<file path="config.mk">
export PLATFORM = sky130hd
export DESIGN_NAME = piezo_alert_sched
export DESIGN_NICKNAME = d
export VERILOG_FILES = /design/src/rtl/piezo_pkg.sv /design/src/rtl/alert_qual.sv /design/src/rtl/piezo_alert_sched.sv
export SDC_FILE = /design/constraint.sdc
export NUM_CORES = 1
export LEC_CHECK = 0
export BUFFER_PORTS_ARGS = -buffer_cell sky130_fd_sc_hd__buf_2
export CAP_MARGIN = 15
export CORE_ASPECT_RATIO = 1.5
export CORE_MARGIN = 3
export CORE_UTILIZATION = 40
export CTS_CLUSTER_DIAMETER = 100
export DETAILED_ROUTE_END_ITERATION = 7
export REMOVE_ABC_BUFFERS = 1
export SYNTH_ARGS = -nofsm -noshare
export SYNTH_HDL_FRONTEND = slang
export SYNTH_SLANG_ARGS = --single-unit
</file>
<file path="constraint.sdc">
create_clock -name clk -period 2.2 [get_ports clk]
set_clock_uncertainty 0.1 [all_clocks]
set_input_delay 0 -clock clk [delete_from_list [all_inputs] [get_ports clk]]
set_output_delay 0 -clock clk [all_outputs]
set_load 0.03 [all_outputs]
</file>
<file path="src/rtl/piezo_pkg.sv">
// Shared definitions for the piezo alert scheduler and the tune player.
//   alert_t        tune / alert ID, ordered so a larger value is a higher priority
//   sched_state_t  scheduler FSM states
//   *_CYC_*        timing constants: real 50 MHz values and shortened sim values
//   pick_alert()   priority encoder from qualified conditions to the wanted alert
package piezo_pkg;

    typedef enum logic [1:0] {
        NONE  = 2'd0,
        STEER = 2'd1,
        BATT  = 2'd2,
        FAST  = 2'd3
    } alert_t;

    typedef enum logic [2:0] {
        S_IDLE,
        S_START,
        S_PLAY,
        S_ABORT,
        S_GAP
    } sched_state_t;

    // 10 ms qualification and 3 s repeat gap at 50 MHz.
    localparam int QUAL_CYC_50M   = 500_000;
    localparam int REPEAT_CYC_50M = 150_000_000;
    localparam int QUAL_CYC_SIM   = 32;
    localparam int REPEAT_CYC_SIM = 15_000;

    function automatic alert_t pick_alert(input logic q_fast,
                                          input logic q_batt,
                                          input logic q_steer);
        if (q_fast)
            return FAST;
        else if (q_batt)
            return BATT;
        else if (q_steer)
            return STEER;
        else
            return NONE;
    endfunction

endpackage

</file>
<file path="src/rtl/alert_qual.sv">
// Glitch qualifier for one alert condition.
//   clk, rst_n  clock, asynchronous active-low reset
//   din         raw condition
//   qual        high once din has been high for QUAL_CYC+1 consecutive clocks;
//               drops on the first clock that samples din low
module alert_qual #(
    parameter int QUAL_CYC = 32,
    parameter int QW       = $clog2(QUAL_CYC + 1)
) (
    input  logic clk,
    input  logic rst_n,
    input  logic din,
    output logic qual
);

    logic [QW-1:0] cnt;

    // NOTE: state is updated with non-blocking assignments so every register
    // samples the pre-edge values, independent of statement order.
    always_ff @(posedge clk or negedge rst_n) begin
        if (!rst_n) begin
            cnt  <= '0;
            qual <= 1'b0;
        end else if (!din) begin
            cnt  <= '0;
            qual <= 1'b0;
        end else begin
            if (cnt != QW'(QUAL_CYC))
                cnt <= cnt + QW'(1);
            // Gating with din makes deassertion take effect on the same edge
            // that clears the counter.
            qual <= (cnt == QW'(QUAL_CYC));
        end
    end

endmodule

</file>
<file path="src/rtl/piezo_alert_sched.sv">
// Alert scheduler between raw Segway conditions and the piezo tune player.
//   clk, rst_n          clock, asynchronous active-low reset
//   en_steer            rider-present / steering-enabled condition
//   too_fast            over-speed condition
//   batt_low            battery-low condition
//   tone_busy           player is playing a tune (ack of tone_start)
//   tone_start          start request, level, held until tone_busy rises
//   tone_abort          abort request, level, held until tone_busy falls
//   tone_sel[1:0]       tune ID for the player, stable while tone_start or tone_busy
//   alert_act[1:0]      alert currently owned by the scheduler (status LED)
module piezo_alert_sched
    import piezo_pkg::*;
#(
    parameter bit fast_sim   = 1'b1,
    parameter int QUAL_CYC   = fast_sim ? QUAL_CYC_SIM : QUAL_CYC_50M,
    parameter int REPEAT_CYC = fast_sim ? REPEAT_CYC_SIM : REPEAT_CYC_50M,
    parameter int QW         = $clog2(QUAL_CYC + 1),
    parameter int RW         = $clog2(REPEAT_CYC + 1)
) (
    input  logic       clk,
    input  logic       rst_n,
    input  logic       en_steer,
    input  logic       too_fast,
    input  logic       batt_low,
    input  logic       tone_busy,
    output logic       tone_start,
    output logic       tone_abort,
    output logic [1:0] tone_sel,
    output logic [1:0] alert_act
);

    logic          qual_steer;
    logic          qual_fast;
    logic          qual_batt;
    alert_t        want;
    alert_t        sel_q;
    alert_t        act_q;
    sched_state_t  state;
    logic [RW-1:0] gap_cnt;

    alert_qual #(.QUAL_CYC(QUAL_CYC), .QW(QW)) u_qual_steer (
        .clk (clk),
        .rst_n (rst_n),
        .din (en_steer),
        .qual (qual_steer)
    );

    alert_qual #(.QUAL_CYC(QUAL_CYC), .QW(QW)) u_qual_fast (
        .clk (clk),
        .rst_n (rst_n),
        .din (too_fast),
        .qual (qual_fast)
    );

    alert_qual #(.QUAL_CYC(QUAL_CYC), .QW(QW)) u_qual_batt (
        .clk (clk),
        .rst_n (rst_n),
        .din (batt_low),
        .qual (qual_batt)
    );

    assign want      = pick_alert(qual_fast, qual_batt, qual_steer);
    assign tone_sel  = sel_q;
    assign alert_act = act_q;

    // tone_sel is only ever rewritten in cycles where tone_busy is sampled
    // low, so the player never sees its tune ID change mid-tune.
    always_ff @(posedge clk or negedge rst_n) begin
        if (!rst_n) begin
            state      <= S_IDLE;
            tone_start <= 1'b0;
            tone_abort <= 1'b0;
            sel_q      <= NONE;
            act_q      <= NONE;
            gap_cnt    <= '0;
        end else begin
            case (state)
                S_IDLE: begin
                    if (want != NONE) begin
                        sel_q      <= want;
                        act_q      <= want;
                        tone_start <= 1'b1;
                        state      <= S_START;
                    end
                end

                S_START: begin
                    // The ack takes precedence; a higher want seen in the same
                    // cycle is handled as an abort from PLAY.
                    if (tone_busy) begin
                        tone_start <= 1'b0;
                        state      <= S_PLAY;
                    end else if (want == NONE) begin
                        tone_start <= 1'b0;
                        sel_q      <= NONE;
                        act_q      <= NONE;
                        state      <= S_IDLE;
                    end else if (want > sel_q) begin
                        sel_q <= want;
                        act_q <= want;
                    end
                end

                S_PLAY: begin
                    if (!tone_busy) begin
                        // Tune ended: a higher want or a still-present FAST
                        // restarts at once; anything else waits out the gap.
                        if (want > sel_q || (sel_q == FAST && qual_fast)) begin
                            sel_q      <= want;
                            act_q      <= want;
                            tone_start <= 1'b1;
                            state      <= S_START;
                        end else begin
                            sel_q   <= NONE;
                            gap_cnt <= '0;
                            state   <= S_GAP;
                        end
                    end else if (want > sel_q) begin
                        tone_abort <= 1'b1;
                        state      <= S_ABORT;
                    end
                end

                S_ABORT: begin
                    if (!tone_busy) begin
                        tone_abort <= 1'b0;
                        if (want != NONE) begin
                            sel_q      <= want;
                            act_q      <= want;
                            tone_start <= 1'b1;
                            state      <= S_START;
                        end else begin
                            sel_q <= NONE;
                            act_q <= NONE;
                            state <= S_IDLE;
                        end
                    end
                end

                S_GAP: begin
                    // gap_cnt runs 0..REPEAT_CYC-1, so the gap lasts exactly
                    // REPEAT_CYC cycles before the replay request.
                    if (want == NONE) begin
                        act_q <= NONE;
                        state <= S_IDLE;
                    end else if (want > act_q || gap_cnt == RW'(REPEAT_CYC - 1)) begin
                        sel_q      <= want;
                        act_q      <= want;
                        tone_start <= 1'b1;
                        state      <= S_START;
                    end else begin
                        gap_cnt <= gap_cnt + RW'(1);
                    end
                end

                default: begin
                    state <= S_IDLE;
                end
            endcase
        end
    end

endmodule
</file>
# Yosys cells after proc, flatten, opt, wreduce, memory -nomap -nowiden
# Cells that the tools add are included.
[word_totals] register_bits=44
[op_classes] mux=56 n_eq_ne=30 order_cmp=2 addsub=4 n_reduce_logical=15
[op_table] op="two-way mux 14 bit" n=4
[op_table] op="two-way mux 6 bit" n=6
[op_table] op="two-way mux 2 bit" n=15
[op_table] op="case mux 14 bit (2 select lines)" n=1
[op_table] op="two-way mux 3 bit" n=9
[op_table] op="!= test 2 bit, second input constant" n=11
[op_table] op="case mux 2 bit (5 select lines)" n=2
[op_table] op="adder 6 x 1 -> 6 bit, second input constant" n=3
[op_table] op="equality test 6 bit, second input constant" n=3
[op_table] op="!= test 6 bit, second input constant" n=3
[op_table] op="two-way mux 1 bit" n=16
[op_table] op="AND reduction 8 bit" n=2
[op_table] op="case mux 3 bit (5 select lines)" n=1
[op_table] op="adder 14 x 1 -> 14 bit, second input constant" n=1
[op_table] op="equality test 14 bit, second input constant" n=1
[op_table] op="!= test 3 bit, second input constant" n=4
[op_table] op="AND reduction 5 bit" n=2
[op_table] op="AND reduction 7 bit" n=1
[op_table] op="equality test 3 x 2 -> 1 bit, second input constant" n=2
[op_table] op="!= test 2 x 1 -> 1 bit, second input constant" n=3
[op_table] op="nonzero test 2 bit" n=3
[op_table] op="case mux 1 bit (5 select lines)" n=1
[op_table] op="nonzero test 5 bit" n=1
[op_table] op="> comparator 2 bit" n=2
[op_table] op="9 further kinds" n=10

# Depth between registers and ports, before layout
# Gate-level depths: netlist (run 1).
[depth] ltp_word=8 ltp_mapped=9 ltp_nobuf=8

# Cells and area by module
# From an unflattened synthesis (run 1), not the netlist that was laid out.
[unflattened] hier_cells=267 hier_area_um2=2556.2
[by_module_without_submodules] module="piezo_alert_sched" cells_each=165 area_each_um2=1455.1 n_inst=1
[by_module_without_submodules] module="alert_qual (u_qual_batt ...)" cells_each=34 area_each_um2=369.1 n_inst=2
[by_module_without_submodules] module="alert_qual (u_qual_steer)" cells_each=34 area_each_um2=362.8 n_inst=1

# Least setup slack after synthesis (run 1)
# OpenSTA, ideal clock, no wires.
[synth_timing] path_kind="flip-flop to flip-flop" from="reg u_qual_batt.qual" to="reg gap_cnt[3]" setup_time_ps=131 path_stages_with_launch=9 n_path_buf=1 synth_period_minus_slack_ps=2293 t_arrival_ps=2062 slack_ps=-93 cell_sequence="dfrtp_1 or2_2 ha_1 nor2b_1 o21ai_0 nand3_1 o21ai_2 buf_2 a31oi_1"
[synth_via] elab_chain_cells=6 elab_cells_between_ends=11
[synth_lines] item="start: declaration" line_no="alert_qual.sv:13" rtl="output logic qual"
[synth_lines] item="start signal: assignment" line_no="alert_qual.sv:32" rtl="qual <= (cnt == QW'(QUAL_CYC));"
[synth_lines] item="two-way mux 2 bit *" line_no="piezo_pkg.sv:34" rtl="else if (q_batt)"
[synth_lines] item="two-way mux 2 bit *" line_no="piezo_pkg.sv:32" rtl="if (q_fast)"
[synth_lines] item="> comparator 2 bit (on tied branches)" line_no="piezo_alert_sched.sv:146, piezo_alert_sched.sv:108"
[synth_lines] item="logical OR 1 bit (on tied branches)" line_no="piezo_alert_sched.sv:146, piezo_alert_sched.sv:108"
[synth_lines] item="!= test 2 bit (no source line)"
[synth_lines] item="AND reduction 5 bit (no source line) *"
[synth_lines] item="end signal: assignment" line_no="piezo_alert_sched.sv:152" rtl="gap_cnt <= gap_cnt + RW'(1);"
[synth_lines] item="end: declaration" line_no="piezo_alert_sched.sv:39" rtl="logic [RW-1:0] gap_cnt;"
# Mark *: on every way between the ends. The rest lies on a longest branch, timed or not.
# A chain may end at the register's enable or synchronous reset.

# Final worst setup path (run 1)
[layout_timing] from="reg u_qual_batt.qual" to="reg act_q[1], in the netlist alert_act[1]"
[layout_via] elab_chain_cells=6 elab_cells_between_ends=24
[layout_lines] item="two-way mux 2 bit *" line_no="piezo_pkg.sv:34"
[layout_lines] item="two-way mux 2 bit *" line_no="piezo_pkg.sv:32"
[layout_lines] item="> comparator 2 bit (tied with other cells)" line_no="piezo_alert_sched.sv:146" rtl="end else if (want > act_q || gap_cnt == RW'(REPEAT_CYC - 1)) begin"
[layout_lines] item="logical OR 1 bit (tied with other cells)" line_no="piezo_alert_sched.sv:146"
[layout_lines] item="!= test 3 bit (no source line) (tied with other cells)"
[layout_lines] item="AND reduction 8 bit (no source line) or case mux 2 bit (5 select lines) (tied branches)"
[layout_lines] item="end signal: assignment" line_no="piezo_alert_sched.sv:110" rtl="act_q <= want;"
[layout_lines] item="end signal: assignment" line_no="piezo_alert_sched.sv:129" rtl="act_q <= want;"
[layout_lines] item="end signal: assignment" line_no="piezo_alert_sched.sv:148" rtl="act_q <= want;"
[layout_lines] item="end: declaration" line_no="piezo_alert_sched.sv:37" rtl="alert_t act_q;"
# Mark *: on every way between the ends. The rest lies on a longest branch, timed or not. The select of a mux whose other input is x is not followed.

==> results.toml, run 1 <==
[run_status]
status = "complete, no violations"

[route]
dr_wl_met3_um = 109
wl_um = 4900
drcViolationCount = 0
drtIter0Drc = 90
first_pass_iters = 4
vias = 1970
antenna_left = 0
avgViaCountPerCell = 5.41
wl_met2_um = 2710
highest_layer = "met4"
wl_per_cell_um = 13.5
m1WireLength_um = 2050

[clock_tree]
htree_levels = 2
clk_pin_slew_ns = 0.08
cts_max_path_buffers = 2
clock-sinks = 44
clock_latency_ns = 0.29
cts_root_buf = "clkbuf_8"
post_cts_buffers = 0
cts_buffers = 5
tritoncts = "done"

[floorplanning]
initial_utilization_pct = 41.7
row_count = 34
coreArea_mm2 = 0.00587
num_io_pins = 12
die_x_um = 69.9
design.die.area_mm2 = 0.00712
die_y_um = 102

[synth]
syn_area_mm2 = 0.00245
synth-adder-area-share_pct = 5.62
synthCells = 261
yosysWarnings = 0
async_flop_share_pct = 100
syn-mean-instance-area_um2 = 9.39
synth_top_family_by_area = "simple AND/OR/NAND/NOR gates"
synth_seq_cells = 44
synth_edf_count = 0
synth_flop_cell = "dfrtp_1"
synth-compound-area-share_pct = 16.0
synthMuxAreaShare_pct = 2.45
synth.distinct_cells = 45
yosysSeqAreaShare_pct = 44.9
synth_xor_area_share_pct = 4.65
synthSimpleGateAreaFrac_pct = 22.0

[setup_path]
path_cells = "or2_4, ha_4, nor2b_2, o21a_1, o311ai_1, nor2b_1, a32o_1"
r2r_start = "u_qual_batt.qual"
r2r_end = "alert_act[1]"
ff2ff_path_depth = 7
startpoint_type = "register"
crit_path_end_kind = "register"
slowest_stage = "dfrtp_1"
critPathMaxStageDelay_ns = 0.39
crit_path_max_fanout = 3
cp.required_ns = 2.28
timing.critical_path.buf_inv = 0
r2r_setup_slack_ns = 0.08
crit_family = "compound AO/OA/AOI/OAI gates"
arrival_ns = 2.20
crit_type = "reg2reg"

[timing]
rsz0062_at_grt = "no"
hold_viol_final = 0
setup_viol = 0
worst_pin_slew_ns = 0.497
finalCriticalPeriod_ns = 2.12
relSlewSlack_pct = 66.6
tns_ns = 0
final_max_slew_viol_count = 0
layout_setup_ws_ns = 0.0782
fmax_mhz = 471
hold-worst-slack_ns = 0.00949
period_share_pct = 96.4

[power]
leakagePower_nw = 1.25
cellPowerDensity_mw_per_mm2 = 832
worst_ir_drop_vdd_uv = 378

[placement]
pre_cts_slack_ns = -0.0424
routabilityCongestion = 0.798
hpwlAfterDp_um = 3550
io_buffer_count = 11

[final_layout]
multi_input_area_mm2 = 0.00130
layout_commonest_cell = "dfrtp_1"
layout_common_cells = "dfrtp_1, nand2_1, nor2_1"
fin_nets = 308
syn2layout_area_growth_pct = 17.7
register_area_mm2 = 0.00110
n_fill_cell = 566
num_antenna_cells = 0
drive_gt1_share_pct = 15.8

[run]
drv_cap = 0

[grt]
grt_use_total_pct = 14.7
antenna_found_initial = 0
overflow = 0
grt_pass1_wl_um = 8580
grt_pass1_vias = 2021
grt_max_degree = 34

[min_path]
hold_class = "in2async"
-- flip-flops by register name, indices dropped and copies added, names as in the netlist --
name	flops
alert_act	2
gap_cnt	14
state	3
tone_abort	1
tone_sel	2
tone_start	1
u_qual_batt.cnt	6
u_qual_batt.qual	1
u_qual_fast.cnt	6
u_qual_fast.qual	1
u_qual_steer.cnt	6
u_qual_steer.qual	1
-- report_power, final --
group | switching [mW] | internal (mW) | total [mW]
sequential | 0.238 | 0.965 | 1.20
clock | 0.262 | 0.257 | 0.518
combinational | 0.348 | 0.328 | 0.676
-- worst max path at each step --
stage                     start            to  depth (start not counted)  slack [ns]
2_1_floorplan  u_qual_batt.qual    gap_cnt[1]                          7       -0.12
3_3_place_gp   u_qual_batt.qual  alert_act[0]                          6        0.01
3_5_place_dp   u_qual_batt.qual  alert_act[1]                          7       -0.04
4_1_cts        u_qual_batt.qual    gap_cnt[1]                          8        0.01
5_1_grt        u_qual_batt.qual      state[0]                          9        0.01
6_report       u_qual_batt.qual  alert_act[1]                          7        0.08
-- per-stage QoR --
| stage | util, % | std cells | total power [mW] | cell area [um^2] |
|---|---|---|---|---|
| 4_1_cts | 48.5 | 364 | 2.42 | 2850 |
| 6_report | 49.1 | 364 | 2.40 | 2880 |
| 3_3_place_gp | 45.7 | 351 | 1.86 | 2680 |
| 5_1_grt | 49.1 | 364 | 2.57 | 2880 |
| 2_1_floorplan | - | 251 | 1.62 | 2400 |
| 3_5_place_dp | 45.7 | 351 | 1.88 | 2680 |
-- cell families after synthesis --
group / Yosys count
AO/OA/AOI/OAI: 59
XOR/XNOR: 13
adder cells (fa/ha/maj): 11
buffers and inverters: 25
flip-flops: 44
multiplexers: 6
AND/OR/NAND/NOR: 103
-- routing by layer --
| metal | global-route usage (%) | vias to the layer above |
|---|---|---|
| met5 | 0 | - |
| met4 | 4.57 | 0 |
| met3 | 2.66 | 2 |
| met2 | 29.1 | 22 |
| met1 | 15.6 | 960 |
| li1 | - | 986 |
-- cell type report --
| type | count | share of cell area (%) |
|---|---|---|
| repair buffers | 33 | 8.64 |
| well taps | 72 | 3.13 |
| clock buffers | 8 | 3.13 |
| multi-input cells | 192 | 45.0 |
| flip-flops and latches | 44 | 38.2 |
| inverters | 15 | 1.95 |
-- synth_stat cells, drive strengths merged, types with 3 or more instances --
master | count | area (um^2)
dfrtp | 44 | 1100
nand2 | 26 | 97.6
nor2 | 18 | 67.6
inv | 15 | 56.3
a31oi | 13 | 81.3
nand3 | 13 | 65.1
a21oi | 12 | 60.1
o21ai | 12 | 63.8
and2 | 11 | 68.8
ha | 11 | 138
xnor2 | 10 | 87.6
nor2b | 9 | 56.3
a41oi | 7 | 61.3
buf | 7 | 40.0
mux2i | 6 | 60.1
and3 | 4 | 25.0
nor3 | 4 | 20.0
o21a | 4 | 30.0
and4 | 3 | 28.8
clkbuf | 3 | 11.3
nand4 | 3 | 18.8
nor4 | 3 | 25.0
xor2 | 3 | 26.3
-- what timing repair did --
| action | in CTS | in global routing |
|---|---|---|
| endpoints found under the setup margin | 3 | 19 |
| hold buffers | 5 | 0 |
| pin swaps | 2 | 5 |
| hold endpoints to repair | 66 | 0 |
| resized for setup | 3 | 9 |
Power figures use the tool's default switching activity.
==> run 2: changes to the inputs <==
Settings changed: ABC_AREA from default to 1, CORE_UTILIZATION 40 to 55, PLACE_DENSITY from default to 0.75.
==> run 2 against run 1 <==
Synthesized cell count rose by 42%. Flip-flop and latch count did not move. Setup slack improved by 0.14 ns. Via count up 17%. Clock power increased by 4.6%. Cell count is 26% higher. Worst hold slack improved by 0.14 ns. Register-to-register slack improved by 0.14 ns. Die area fell by 19%. Sequential share of layout area shrank 1.1 points. First-iteration DRC count is 28% higher. Fmax is 7.2% higher. Critical endpoint is now gap_cnt[3]. Highest routed layer unchanged.
==> results.toml, run 2 <==
[grt]
antenna_found_initial = 0
grt_max_degree = 35
grt_pass1_vias = 2280
grt_use_total_pct = 19.6
overflow = 0
grt_pass1_wl_um = 9370

[clock_tree]
clk_pin_slew_ns = 0.09
cts_max_path_buffers = 2
cts_root_buf = "clkbuf_8"
cts_buffers = 5
htree_levels = 2
clock_latency_ns = 0.30
clock-sinks = 44
tritoncts = "done"
post_cts_buffers = 0
post_cts_resized = 0

[synth]
yosysSeqAreaShare_pct = 40.9
synth_flop_cell = "dfrtp_1"
synth_area_leaders = "dfrtp_1, nand2_1, nand3_1, inv_1, nor2_1"
synth.distinct_cells = 28
synth_edf_count = 0
synthCells = 371
syn-mean-instance-area_um2 = 7.25
async_flop_share_pct = 100
yosys.area.top_type_share_pct = 40.9
synth_top_area_cell = "dfrtp_1"
yosysWarnings = 0
syn_area_mm2 = 0.00269
post_synth_most_frequent_cells = "nand2_1, inv_1, nor2_1"
synth_seq_cells = 44
synth_most_common_cell = "nand2_1"

[setup_path]
startpoint_type = "register"
crit_type = "reg2reg"
crit_path_end_kind = "register"
ff2ff_path_depth = 11
r2r_setup_slack_ns = 0.22
r2r_end = "gap_cnt[3]"
arrival_ns = 2.07
cp.required_ns = 2.29
crit_path_max_fanout = 15
r2r_start = "u_qual_fast.qual"

[timing]
relSlewSlack_pct = 67.3
hold-worst-slack_ns = 0.153
setup_viol = 0
finalCriticalPeriod_ns = 1.98
worst_pin_slew_ns = 0.486
period_share_pct = 90.0
rsz0062_at_grt = "no"
final_max_slew_viol_count = 0
fmax_mhz = 505
tns_ns = 0
hold_viol_final = 0

[final_layout]
fin_nets = 410
final_core_util_pct = 64.3
largest_reg_flops = 14
max_flop_register = "gap_cnt"
layout_common_cells = "nand2_1, inv_1, nor2_1"
syn2layout_area_growth_pct = 10.3
fin_cells = 458
n_fill_cell = 415
layout_commonest_cell = "nand2_1"
final_area_mm2 = 0.00297
num_antenna_cells = 0
drive_gt1_share_pct = 8.63

[placement]
io_buffer_count = 11
place_area_mm2 = 0.00281
hpwlAfterDp_um = 3900
dp_cells = 444
routabilityCongestion = 0.931

[route]
first_pass_iters = 4
vias = 2306
drtIter0Drc = 115
wl_um = 5190
avgViaCountPerCell = 5.03
drcViolationCount = 0
wl_per_cell_um = 11.3
antenna_left = 0

[floorplanning]
row_count = 30
coreArea_mm2 = 0.00462
die_x_um = 63.1
initial_utilization_pct = 58.2
num_io_pins = 12
die_y_um = 91.6
design.die.area_mm2 = 0.00578

[power]
leakagePower_nw = 1.58
cellPowerDensity_mw_per_mm2 = 754
worst_ir_drop_vdd_uv = 466

[run_status]
status = "complete, no violations"

[min_path]
hold_class = "in2async"

[run]
drv_cap = 0
## run 2: logic make-up (layout without fill, tap and decap cells)
kind of cell	Yosys count	count (layout)	share of synthesized area (%)
XOR/XNOR	7	7	2.28
AND/OR/NAND/NOR	228	228	37.9
buffers and inverters	56	79	8.38
adder cells (fa/ha/maj)	11	11	5.12
flip-flops	44	44	40.9
AO/OA/AOI/OAI	25	25	5.40
## run 2: layout make-up
| class | instances | area (um^2) | share of cell area [%] |
|---|---|---|---|
| repair buffers | 19 | 130 | 4.39 |
| well taps | 64 | 80.1 | 2.70 |
| clock buffers | 6 | 82.6 | 2.78 |
| flip-flops and latches | 44 | 1100 | 37.1 |
| inverters | 52 | 195 | 6.58 |
| clock inverters | 2 | 15.0 | 0.506 |
| multi-input cells | 271 | 1360 | 45.9 |
## run 2: through the flow
stage	power, mW	worst slack, ns
floorplan	1.51	0.365
global placement	1.69	0.310
detailed placement	1.70	0.240
CTS	2.26	0.207
global route	2.40	0.0120
finish	2.24	0.220
## run 2: per-layer routing
metal	vias to the layer above	GRT usage [%]	part of all wire [%]
li1	1217	-	-
met1	1053	22.7	44
met2	32	35.7	52
met3	4	2.94	2.9
met4	0	7.55	0.93
met5	-	0	0
## run 2: timing repair
item	in CTS	in global routing
setup endpoints to repair	0	1
hold buffers	6	0
hold endpoints to repair	66	0
## run 2: critical path: stages (launching register included)
cell	delay [ns]
dfrtp_1	0.41
inv_1	0.08
nand2_1	0.10
ha_1	0.31
nand2_1	0.07
nand2_1	0.06
nand2_1	0.13
nand3_2	0.14
nand2_4	0.19
nand2_4	0.15
nand2_1	0.09
nand2_1	0.05
## run 2: how the worst max path moves through the flow
stage,start,end,slack (ns),depth (start not counted)
after global placement,u_qual_steer.qual,alert_act[0],0.31,10
after CTS,u_qual_fast.qual,gap_cnt[12],0.21,11
after global routing,u_qual_fast.qual,gap_cnt[3],0.01,11
after detailed placement,u_qual_fast.qual,gap_cnt[12],0.24,11
final,u_qual_fast.qual,gap_cnt[3],0.22,11
after floorplan,tone_sel[1],gap_cnt[12],0.37,10
## run 2: where the power goes
part / switching (mW) / leakage (nW) / internal, mW
registers: 0.0740 / 0.603 / 0.868
logic: 0.519 / 0.939 / 0.235
clock network: 0.288 / 0.0434 / 0.254
total: 0.881 / 1.58 / 1.36
==> run 3: changes to the inputs <==
Settings changed: ABC_AREA 1 to default, CTS_CLUSTER_SIZE from default to 12, GPL_ROUTABILITY_DRIVEN from default to 1, PLACE_DENSITY 0.75 to 0.76.
==> run 3 against run 2 <==
Die area decreased by 8.2%. Register-to-register slack got worse by 0.17 ns. Global-route usage rose by 1.1 points. Routed wire length shrank 6.0%. Fmax decreased by 7.7%.
==> results.toml, run 3 (same netlist as run 1, synthesis figures left out) <==
[run_status]
status = "complete, no violations"

[timing]
layout_setup_ws_ns = 0.0541
relSlewSlack_pct = 64.3
worst_pin_slew_ns = 0.535
fmax_mhz = 466
final_max_slew_viol_count = 0
tns_ns = 0
finalCriticalPeriod_ns = 2.15
rsz0062_at_grt = "yes"
hold-worst-slack_ns = 0.188
period_share_pct = 97.5
hold_viol_final = 0
setup_viol = 0

[route]
first_pass_iters = 4
drcViolationCount = 0
antenna_left = 0
avgViaCountPerCell = 5.94
vias = 2003
drtIter0Drc = 116
wl_um = 4880
wl_per_cell_um = 14.5

[final_layout]
layout_commonest_cell = "dfrtp_1"
fin_nets = 308
max_flop_register = "gap_cnt"
layout_common_cells = "dfrtp_1, nand2_1, nor2_1"
largest_reg_flops = 14
n_fill_cell = 330
drive_gt1_share_pct = 14.8
register_area_mm2 = 0.00110
syn2layout_area_growth_pct = 16.4
multi_input_area_mm2 = 0.00126
final_core_util_pct = 67.2
num_antenna_cells = 0

[clock_tree]
clock-sinks = 44
clock_latency_ns = 0.30
clk_pin_slew_ns = 0.09
tritoncts = "done"
htree_levels = 2
cts_max_path_buffers = 2
post_cts_buffers = 0
cts_root_buf = "clkbuf_8"
cts_buffers = 5

[floorplanning]
coreArea_mm2 = 0.00425
design.die.area_mm2 = 0.00531
initial_utilization_pct = 57.7
row_count = 29
die_y_um = 87.7
num_io_pins = 12
die_x_um = 60.5

[placement]
io_buffer_count = 11
hpwlAfterDp_um = 3370
pre_cts_slack_ns = -0.0604
routabilityCongestion = 0.884

[setup_path]
crit_family = "compound AO/OA/AOI/OAI gates"
crit_path_end_kind = "register"
r2r_start = "u_qual_batt.qual"
crit_type = "reg2reg"
slowest_stage = "dfrtp_1"
r2r_setup_slack_ns = 0.05
path_cells = "or2_4, ha_1, nor2b_1, o21a_1, o311ai_1, buf_4, mux2i_1"
timing.critical_path.buf_inv = 1
cp.required_ns = 2.32
arrival_ns = 2.27
r2r_end = "alert_act[0]"
critPathMaxStageDelay_ns = 0.39
startpoint_type = "register"
crit_path_max_fanout = 4
ff2ff_path_depth = 7

[power]
cellPowerDensity_mw_per_mm2 = 926
p_comb_share_pct = 27.4
seqPwrFrac_pct = 45.5
p_total_mw = 2.64
clkPwrFrac_pct = 27.1
intPower_mw = 1.77
swShare_pct = 33.0
worst_ir_drop_vdd_uv = 791
leakagePower_nw = 1.26
switchingPower_mw = 0.873

[grt]
antenna_found_initial = 0
grt_pass1_wl_um = 8540
grt_use_total_pct = 20.7
grt_pass1_vias = 2049
grt_max_degree = 45
overflow = 0

[run]
drv_cap = 0

[min_path]
hold_class = "in2async"
[run 3: changes by cell type in the layout (fill, tap and decap cells not counted), sizes merged, moves of 7 or more]
| cell | change |
|---|---|
| a31oi | +13 |
| a41oi | +7 |
| and2 | +11 |
| buf | +15 |
| inv | -37 |
| nand2 | -84 |
| nand3 | -35 |
| nor2 | -32 |
| nor2b | +9 |
| xnor2 | +7 |
[run 3: how the worst max path moves through the flow]
stage | start | end | depth (start not counted)
finish | u_qual_batt.qual | alert_act[0] | 7
CTS | u_qual_fast.qual | state[0] | 8
floorplan | u_qual_batt.qual | gap_cnt[1] | 7
detailed placement | u_qual_batt.qual | gap_cnt[1] | 8
global route | u_qual_batt.qual | tone_sel[1] | 8
global placement | u_qual_batt.qual | gap_cnt[1] | 8
[run 3: timing repair]
action                                  CTS  global route
hold buffers                              5             0
pin swaps                                 2             1
endpoints found under the setup margin   18            13
gates resized for setup                   3             3
endpoints found under the hold margin    67             0
[run 3: power by group through the flow]
stage / sequential, mW / clock, mW / combinational (mW)
finish: 1.20 / 0.716 / 0.723
detailed placement: 1.21 / 0 / 0.704
floorplan: 1.19 / 0 / 0.435
global placement: 1.20 / 0 / 0.684
global route: 1.23 / 0.762 / 0.808
CTS: 1.20 / 0.730 / 0.715
[run 3: per-layer routing]
metal	part of all wire, %	wire length (um)	track usage (%)
met2	52	2550	35.7
met1	42	2040	23.3
met3	3.2	158	4.87
met5	0	0	0
met4	2.6	129	10.5
[run 3: area by class of cell]
cell class	count	area share, %
Multi-Input combinational cell	192	44.1
Sequential cell	44	38.6
Timing Repair Buffer	33	8.73
Clock buffer	5	2.41
Clock inverter	2	2.11
Tap cell	46	2.02
Inverter	15	1.97
[run 3: worst reg2reg max path, cell delays in order, from the launching register on]
cell and delay (ns):
dfrtp_1 0.39, or2_4 0.28, ha_1 0.29, nor2b_1 0.16, o21a_1 0.21, o311ai_1 0.30, buf_4 0.18, mux2i_1 0.17
[run 3: through the flow]
stage                     cell area [um^2]  std cells
after global placement                2650        325
after detailed placement              2650        325
final                                 2850        337
after global routing                  2850        337
after CTS                             2840        337
after floorplan                       2400        251
